**src/rtl/ifetch.sv**
```systemverilog
// ifetch: PC owner and IF/ID register behind the I-cache; RVC_EN enables 16-bit compressed fetch
module ifetch #(
    parameter logic [63:0] RESET_PC = 64'h0000_0000_8000_0000
) (
    input  logic        clk,
    input  logic        rst_n,
    output logic [63:0] pc,
    input  logic [31:0] ir,
    input  logic        stall_imem,
    output logic        imem_stall,
    input  logic        redirect,
    input  logic [63:0] redirect_pc,
    input  logic        id_stall,
    output logic        if_valid,
    output logic [63:0] if_pc,
    output logic [31:0] if_ir,
    output logic        if_ilen,
    output logic        if_illegal
);
    typedef enum logic [1:0] {S_BOOT, S_RUN, S_REDIR} state_t;
    state_t state_q, state_d;
    logic [63:0] pc_q, pc_d, pend_q, pend_d, if_pc_q, if_pc_d, tgt, inc;
    logic [31:0] if_ir_q, if_ir_d, cap_ir;
    logic if_valid_q, if_valid_d, if_ilen_q, if_ilen_d, if_illegal_q, if_illegal_d;
    logic len32, cap, cap_ilen, cap_ill;
    assign len32 = ir[1:0] == 2'b11;
`ifdef RVC_EN
    assign tgt      = redirect_pc & ~64'h1;
    assign inc      = len32 ? 64'd4 : 64'd2;
    assign cap_ir   = len32 ? ir : {16'b0, ir[15:0]};
    assign cap_ilen = len32;
    assign cap_ill  = 1'b0;
`else
    assign tgt      = redirect_pc & ~64'h3;
    assign inc      = 64'd4;
    assign cap_ir   = ir;
    assign cap_ilen = 1'b1;
    assign cap_ill  = !len32;
`endif
    assign cap = state_q == S_RUN && !stall_imem && (!if_valid_q || !id_stall) && !redirect;
    always_comb begin
        state_d      = state_q;
        pc_d         = pc_q;
        pend_d       = pend_q;
        if_pc_d      = if_pc_q;
        if_ir_d      = if_ir_q;
        if_valid_d   = if_valid_q;
        if_ilen_d    = if_ilen_q;
        if_illegal_d = if_illegal_q;
        if (cap) begin
            if_ir_d      = cap_ir;
            if_pc_d      = pc_q;
            if_valid_d   = 1'b1;
            if_ilen_d    = cap_ilen;
            if_illegal_d = cap_ill;
            pc_d         = pc_q + inc;
        end else if (!id_stall) begin
            if_valid_d = 1'b0;
        end
        // A redirect during a miss is parked so the cache address stays stable
        if (state_q != S_REDIR && redirect) begin
            if_valid_d = 1'b0;
            if (!stall_imem) begin
                pc_d    = tgt;
                state_d = S_RUN;
            end else begin
                pend_d  = tgt;
                state_d = S_REDIR;
            end
        end else if (state_q == S_BOOT) begin
            state_d = S_RUN;
        end else if (state_q == S_REDIR) begin
            if_valid_d = 1'b0;
            if (redirect) pend_d = tgt;
            if (!stall_imem) begin
                pc_d    = redirect ? tgt : pend_q;
                state_d = S_RUN;
            end
        end
    end
    always_ff @(posedge clk) begin
        if (!rst_n) begin
            state_q      <= S_BOOT;
            pc_q         <= RESET_PC;
            pend_q       <= '0;
            if_pc_q      <= '0;
            if_ir_q      <= '0;
            if_valid_q   <= 1'b0;
            if_ilen_q    <= 1'b1;
            if_illegal_q <= 1'b0;
        end else begin
            state_q      <= state_d;
            pc_q         <= pc_d;
            pend_q       <= pend_d;
            if_pc_q      <= if_pc_d;
            if_ir_q      <= if_ir_d;
            if_valid_q   <= if_valid_d;
            if_ilen_q    <= if_ilen_d;
            if_illegal_q <= if_illegal_d;
        end
    end
    assign pc         = pc_q;
    assign if_pc      = if_pc_q;
    assign if_ir      = if_ir_q;
    assign if_valid   = if_valid_q;
    assign if_ilen    = if_ilen_q;
    assign if_illegal = if_illegal_q;
    assign imem_stall = if_valid_q && id_stall;
endmodule

```
**config.mk**
```make
export PLATFORM = sky130hd
export DESIGN_NAME = ifetch
export DESIGN_NICKNAME = d
export VERILOG_FILES = /design/src/rtl/ifetch.sv
export SDC_FILE = /design/constraint.sdc
export NUM_CORES = 1
export LEC_CHECK = 0
export CAP_MARGIN = 10
export CORE_MARGIN = 8
export CORE_UTILIZATION = 45
export DETAILED_ROUTE_END_ITERATION = 16
export PLACE_DENSITY = 0.88
export SLEW_MARGIN = 20
export SYNTH_ARGS = -nofsm -noshare
export SYNTH_HDL_FRONTEND = slang
export SYNTH_SLANG_ARGS = --single-unit
```
**constraint.sdc**
```tcl
create_clock -name clk -period 2.5 [get_ports clk]
set_input_delay 0.75 -clock clk [delete_from_list [all_inputs] [get_ports clk]]
set_output_delay 0.75 -clock clk [all_outputs]
set_load 0.02 [all_outputs]
```
# --- Word-level counts from Yosys, hierarchy flattened ---
# Cells that the tools add are included.
word_totals:
  out_inout_bits: 164
  ff_bits: 228
op_classes:
  muxes: 20
  add_sub_neg: 1
  reduce_logical: 17
  n_bitwise: 1
  eq_ne: 7
op_table:
  columns: ["op", "count"]
  rows:
  - ["two-way mux 64 bit", 11]
  - ["adder 64 x 3 -> 64 bit (second input constant)", 1]
  - ["two-way mux 2 bit", 5]
  - ["!= test 2 bit (second input constant)", 3]
  - ["logical AND 1 bit", 5]
  - ["logical NOT 1 bit", 5]
  - ["equality test 2 bit (second input constant)", 2]
  - ["two-way mux 1 bit", 4]
  - ["!= test 3 x 1 -> 1 bit (second input constant)", 1]
  - ["AND reduction 3 bit", 1]
  - ["nonzero test 3 bit", 1]
  - ["equality test 2 x 1 -> 1 bit (second input constant)", 1]
  - ["logical NOT 2 bit", 1]
  - ["AND reduction 2 bit", 1]
  - ["nonzero test 2 bit", 1]
  - ["OR reduction 2 bit", 1]
  - ["logical OR 1 bit", 1]
  - ["inverter 1 bit", 1]

# --- Depth between registers and ports, before layout ---
# Gate-level depths: netlist of the first run.
depth:
  ltp_word: 9
  ltp_mapped: 8

# --- Least setup slack after synthesis of the first run ---
# OpenSTA, ideal clock, no wires.
synth_timing:
  path_kind: "input -> register"
  from: "input redirect"
  to: "register pc_q[62] (netlist: pc[62])"
  setup_slack_ns: -0.177
  path_stages: 6
  setup_time_ns: 0.063
  n_path_buf: 1
  arrival_ns: 2.615
  cell_sequence: "nor4b_2 nand4_1 or4_1 clkbuf_2 or4_1 nand3_1"
synth_via:
  elab_chain_cells: 7
  elab_cells_between_ends: 10
  classes_between: "7 x mux; 3 x reduce/logical"
synth_lines:
  columns: ["item", "line_no", "source"]
  rows:
  - ["start: declaration", "11", "input logic redirect,"]
  - ["logical NOT 1 bit", "40", "assign cap = state_q == S_RUN && !stall_imem && (!if_valid_q || !id_stall) && !redirect;"]
  - ["logical AND 1 bit", "40", null]
  - ["two-way mux 64 bit", "50", "if (cap) begin"]
  - ["two-way mux 64 bit", "75", "if (!stall_imem) begin"]
  - ["two-way mux 64 bit", "72", "end else if (state_q == S_REDIR) begin"]
  - ["two-way mux 64 bit", "70", "end else if (state_q == S_BOOT) begin"]
  - ["two-way mux 64 bit (*)", "61", "if (state_q != S_REDIR && redirect) begin"]
  - ["end signal: assignment", "93", "pc_q <= pc_d;"]
  - ["end: declaration", "22", "logic [63:0] pc_q, pc_d, pend_q, pend_d, if_pc_q, if_pc_d, tgt, inc;"]
# Every way passes the cells marked *; elsewhere a longest branch is shown, timed or not.
# A chain may end at the register's enable or synchronous reset.

# --- Final worst setup path of the first run ---
layout_timing:
  from: "register pc_q[41] (netlist: pc[41])"
  to: "output pc[41]"
layout_rtl:
  columns: ["item", "line_no", "source"]
  rows:
  - ["end: declaration", "7", "output logic [63:0] pc,"]
# No word-level cell between the ends.

==> results of run 1 <==
[stage by stage]
step	total power, W	utilization, %	setup TNS [ns]	worst slack (ns)
6_report	0.00917	65.3	0	0.0273
5_1_grt	0.00949	65.3	0	0.000236
4_1_cts	0.00919	64.9	0	0.0182
3_5_place_dp	0.00564	61.3	-36.53	-0.517
3_3_place_gp	0.00560	61.3	-30.59	-0.488
2_1_floorplan	0.00479	-	-0.0657	-0.0657
[final timing paths]
path	endpoint	slack [ns]	cells after the start
worst max-delay path	pc[41]	0.03	1
worst min-delay path	if_ir[13]$_SDFFE_PN0N_	0.46	2
worst max register to register	pc[47]$_SDFF_PN0_	0.21	7
worst min register to register	if_ir[13]$_SDFFE_PN0N_	0.46	2
[cells in the mapped netlist (2+ instances only)]
cell,n
a32oi_1,15
o211a_1,2
a21boi_0,158
nand2b_1,2
nor2b_1,10
and4_1,16
a22o_1,54
a21oi_1,10
a222oi_1,5
inv_1,10
or4_1,10
nor4_1,16
buf_4,3
nand2_1,390
xor2_1,7
buf_1,9
xnor2_1,27
a2bb2oi_1,2
a221o_1,2
a31oi_1,2
a32o_1,2
nand3b_1,4
nand4b_1,2
and3_1,10
o21ai_0,33
nand3_1,46
and2_1,8
clkbuf_1,87
a22oi_1,2
a21o_1,4
o221a_2,2
nor3_1,23
nor2_1,19
a211o_1,2
o211ai_1,7
nand4_1,23
nor4b_1,2
or3_1,2
clkbuf_2,2
dfxtp_1,228
[cells by family (layout without fill, tap and decap cells)]
kind of cell,after synthesis,count (layout),share of synthesized area [%]
AND/OR/NAND/NOR,588,588,25.9
buffers and inverters,112,419,4.22
adder cells (fa/ha/maj),1,1,0.121
AO/OA/AOI/OAI,306,306,22.4
other,1,1,0.0363
flip-flops,228,228,44.2
multiplexers,2,2,0.206
XOR/XNOR,34,34,2.88
[sequential cells by signal (all words and copies together), names as in the netlist]
| register | flops |
|---|---|
| if_pc | 64 |
| pc | 64 |
| pend_q | 64 |
| if_ir | 32 |
| state_q | 2 |
| if_illegal | 1 |
| if_valid | 1 |
[layout make-up]
class | instances | share of cell area, %
tap | 285 | 2.42
sequential | 228 | 31.0
multi-input combinational | 932 | 36.9
inverter | 10 | 0.255
clock buffer | 38 | 5.19
timing repair buffer | 363 | 23.8
clock inverter | 8 | 0.323
[power by group through the flow]
| stage | Sequential, W | Clock [W] | Combinational, W |
|---|---|---|---|
| global placement | 0.00413 | 0 | 0.00147 |
| detailed placement | 0.00414 | 0 | 0.00150 |
| CTS | 0.00406 | 0.00362 | 0.00151 |
| global route | 0.00410 | 0.00378 | 0.00161 |
| finish | 0.00408 | 0.00358 | 0.00152 |
| floorplan | 0.00427 | 0 | 0.000518 |
[what timing repair did]
action / CTS / global route
resized for setup: 10 / 13
pin swaps: 0 / 4
endpoints found under the hold margin: 0 / 0
buffers inserted: 0 / 4
endpoints found under the setup margin: 9 / 26
[layer usage]
metal  up-vias  share of wire, %  global-route usage [%]
met1      5011                41                    31.6
met4         0               3.5                    8.93
met5         -                 0                       0
met3        84               9.5                    4.75
met2       571                46                    39.8
li1       5020                 -                       -
==> flow_summary.toml, run 1 <==
[synthesis]
synth.lib_cells_used.distinct = 54
synth-async-reset-ratio_pct = 0
syn-num-nets = 1374
synth-seq-cells = 228
seq_area_frac_synth_pct = 44.2
post_synth_instance_area_um2 = 10300
number_of_enable_type_register_cells_in_the_synthesized_netlist = 0
synthCells = 1272
synth.top_cells.by_area = "dfxtp_1, nand2_1, a21boi_0, a22o_1, clkbuf_1"
fraction_of_post_synthesis_cell_area_in_the_top_cell_type_by_area_pct = 44.2
synth_flop_cell = "dfxtp_1"
syn_avg_cell_area_um2 = 8.12
yosys.area.top_type = "dfxtp_1"
synth-warning-count = 0

[sta]
fin_crit_period_ns = 2.47
worst_pin_slew_ns = 0.880
finalClockSkew_ns = 0.00962
final_worst_path_cycle_share_pct = 98.9
hold_viol = 0
timing.final.setup_violations = 0
fmax_ghz = 0.404
rsz0062_at_grt = "false"
finalMaxSlewViolations = 0
worst_slew_margin_relative_to_its_limit_pct = 41.4
worst_hold_margin_ns = 0.463

[clocking]
ctsLongestPathBuffers = 3
cts_buffers = 25
path_clk_slew_ns = 0.06
ctsHtreeMaxLevel = 1
clk_latency_ns = 0.52
post_cts_hold_buffer_count = 0
root_buffer = "clkbuf_16"
tritoncts_clock_tree = "built"
clock_sinks = 228

[final_layout]
ff_latch_area_um2 = 4570
layout.cells.most_common = "nand2_1"
stdcell_area_um2 = 14700
layout.cells.most_common_list = "nand2_1, clkdlybuf4s50_1, dfxtp_1"
layout_cells_sized_above_1_pct = 11.0
flow.area_growth_from_synthesis_pct = 42.7
multi_input_area_um2 = 5440
fillers = 1764
design.final.nets = 1662
final_cells = 1864
antenna-diode-count = 0

[die]
floorplan.initialDensity_pct = 45.7
floorplan_die_width_um = 167
chipHeight_um = 167
floorplan.die_area_um2 = 28000
core_um2 = 22600
site_rows = 55
io_pins = 265

[worst_setup_path]
worstReg2RegStart = "pc[10]$_SDFF_PN0_"
worst_setup_path_start_kind = "flip-flop"
timing.critical_path.buf_inv = 1
critPathKind = "reg -> out"
end_kind = "output port"
cp_top_family = "buffers and inverters"
critical_path.max_fanout = 6
max_stage_delay_ns = 0.68
cpMaxStageDelayCell = "clkdlybuf4s50_1"
startpoint_of_the_worst_setup_timing_path = "pc[41]$_SDFF_PN0_"
crit_chain = "clkdlybuf4s50_1"
worstPathRequired_ns = 1.75
worstPathArrival_ns = 1.72

[pwr]
swShare_pct = 27.3
static_power_due_to_leakage_nw = 5.34
seq_power_share_pct = 44.5
p_comb_share_pct = 16.5
cellPowerDensity_nw_per_um2 = 623
switchingPower_w = 0.00250
clock_power_share_pct = 39.0
vdd_drop_max_uv = 376
internal_power_w = 0.00667

[route]
detail-route-antenna-nets = 0
drtPass1Iterations = 6
totalWireLength_mm = 36.0
dr_total_vias = 10700
drcViolationCount = 0
drt-initial-drc-count = 1278
wl_per_cell_um = 19.3
via_per_inst = 5.73

[place]
dp_cells = 1814
detailed_place_hpwl_mm = 25.6
place.gp.congestion = 0.922
place_area_um2 = 13800
io_buffer_count = 261

[global_routing]
grt_start_max_net_pins = 223
first_global_vias = 10200
wire_length_of_the_first_global_routing_pass_mm = 56.6
grt_antenna_before_repair = 0
globalRouteOverflowTotal = 0
grt_util_all_layers_pct = 24.4

[min_path]
hold_path_class = "reg -> reg"
hold_start = "if_ir[13]$_SDFFE_PN0N_"

[flow_run]
drv_cap = 0

[status]
status = "finished, final reports clean"
Power figures use the tool's default switching activity.
==> run 2: changes to the inputs <==
==> constraint.sdc (replaced) <==
create_clock -name clk -period 2.5 [get_ports clk]
set_input_delay 0.5 -clock clk [delete_from_list [all_inputs] [get_ports clk]]
set_output_delay 0.5 -clock clk [all_outputs]
set_load 0.02 [all_outputs]
==> run 2 against run 1 <==
Against the previous run: core utilization shrank 1.0 points; worst hold slack lost 0.0017 ns; flip-flop and latch count unchanged; final area down 1.6%; largest cell class unchanged.
==> flow_summary.toml, run 2 (synthesis gave the netlist of run 1 again) <==
[status]
status = "finished, final reports clean"

[die]
floorplan.initialDensity_pct = 45.7
floorplan.die_area_um2 = 28000
floorplan_die_width_um = 167
io_pins = 265
site_rows = 55
core_um2 = 22600
chipHeight_um = 167

[final_layout]
layout_cells_sized_above_1_pct = 8.97
antenna-diode-count = 0
layout.cells.most_common = "nand2_1"
flow.area_growth_from_synthesis_pct = 40.4
design.final.nets = 1648
final_cells = 1846
layout.cells.most_common_list = "nand2_1, clkdlybuf4s50_1, dfxtp_1"

[route]
drt-initial-drc-count = 1378
totalWireLength_mm = 34.7
detail-route-antenna-nets = 0
wl_per_cell_um = 18.8
drcViolationCount = 0
dr_total_vias = 10500
via_per_inst = 5.67
drtPass1Iterations = 7

[clocking]
post_cts_hold_buffer_count = 0
ctsLongestPathBuffers = 3
ctsHtreeMaxLevel = 1
clock_sinks = 228
number_of_setup_buffers_added_after_cts = 0
path_clk_slew_ns = 0.06
cts_buffers = 24
cts-resized-gates = 0
root_buffer = "clkbuf_16"
tritoncts_clock_tree = "built"
clk_latency_ns = 0.52

[worst_setup_path]
worstSetupPathDepth = 6
r2r_slack_ns = 0.15
worst_setup_path_start_kind = "flip-flop"
worstReg2RegStart = "pc[7]$_SDFF_PN0_"
max_stage_delay_ns = 0.58
end_kind = "flip-flop"
cpMaxStageDelayCell = "or4_1"
worstRegToRegCells = 6
worstPathRequired_ns = 2.96
critPathKind = "reg -> reg"
critical_path.max_fanout = 8
rr_endpoint = "pc[48]$_SDFF_PN0_"
worstPathArrival_ns = 2.81
timing.critical_path.buf_inv = 1
cp_top_family = "simple AND/OR/NAND/NOR gates"
crit_chain = "nand4_4 -> or4_1 -> buf_4 -> or3_1 -> nor4b_1 -> a311o_1"

[sta]
hold_viol = 0
worst_slew_margin_relative_to_its_limit_pct = 58.8
rsz0062_at_grt = "false"
worst_pin_slew_ns = 0.617
fin_crit_period_ns = 2.35
setup_slack_ns = 0.154
fmax_ghz = 0.426
finalClockSkew_ns = 0.00597
setup_tns_ns = 0
final_worst_path_cycle_share_pct = 93.9
timing.final.setup_violations = 0
finalMaxSlewViolations = 0

[global_routing]
wire_length_of_the_first_global_routing_pass_mm = 54.1
first_global_vias = 9787
grt_start_max_net_pins = 176
globalRouteOverflowTotal = 0
grt_antenna_before_repair = 0
grt_util_all_layers_pct = 23.5

[place]
io_buffer_count = 261
detailed_place_hpwl_mm = 25.4
dp_cells = 1805
place.gp.congestion = 0.951
dpl_worst_slack_ns = -0.253

[pwr]
power_w = 0.00910
static_power_due_to_leakage_nw = 5.15
cellPowerDensity_nw_per_um2 = 628
vdd_drop_max_uv = 451

[min_path]
hold_start = "if_pc[38]$_SDFFE_PN0N_"
whs_endpoint = "if_pc[38]$_SDFFE_PN0N_"
hold_path_class = "reg -> reg"
min_delay_path_depth = 2

[flow_run]
drv_cap = 0
## run 2: per-layer routing
metal  part of all wire, %  GRT usage (%)  up-vias  wire, µm
met5                     0              0        -         0
met4                   3.2           8.00        0      1100
met3                   8.6           4.70       73      2970
met2                    45           37.6      498     15700
met1                    43           31.1     4915     14900
li1                      -              -     4977         -
## run 2: per-stage QoR
step / area, µm² / hold slack (ns) / utilization, %
3_3_place_gp: 13700 / 0.449 / 60.8
2_1_floorplan: 10300 / 0.443 / -
4_1_cts: 14500 / 0.465 / 64.2
6_report: 14500 / 0.461 / 64.2
5_1_grt: 14500 / 0.479 / 64.2
3_5_place_dp: 13700 / 0.457 / 60.8
## run 2: tightest hold or removal path, delay by kind of cell, from the launching register on
family          cells  cell delay [ns]
flops               1             0.31
compound gates      1             0.06
simple gates        1             0.05
## run 2: layout make-up
type / count / area (µm²)
clock buffers: 35 / 703
clock inverters: 6 / 80.1
fillers: 1779 / 8080
inverters: 10 / 37.5
multi-input cells: 932 / 5380
flip-flops and latches: 228 / 4560
well taps: 285 / 357
repair buffers: 350 / 3380
## run 2: how the worst max path moves through the flow
stage,from,end
global placement,redirect,pc[62]$_SDFF_PN0_
CTS,pc[7]$_SDFF_PN0_,pc[48]$_SDFF_PN0_
detailed placement,redirect,pc[62]$_SDFF_PN0_
floorplan,pc[12]$_SDFF_PN0_,pc[62]$_SDFF_PN0_
global route,pc[7]$_SDFF_PN0_,pc[48]$_SDFF_PN0_
finish,pc[7]$_SDFF_PN0_,pc[48]$_SDFF_PN0_
## run 2: power breakdown
| part | switching, W | total [W] | internal (W) |
|---|---|---|---|
| clock | 0.00142 | 0.00356 | 0.00214 |
| combinational | 0.000768 | 0.00147 | 0.000701 |
| sequential | 0.000239 | 0.00407 | 0.00383 |
| total | 0.00242 | 0.00910 | 0.00668 |
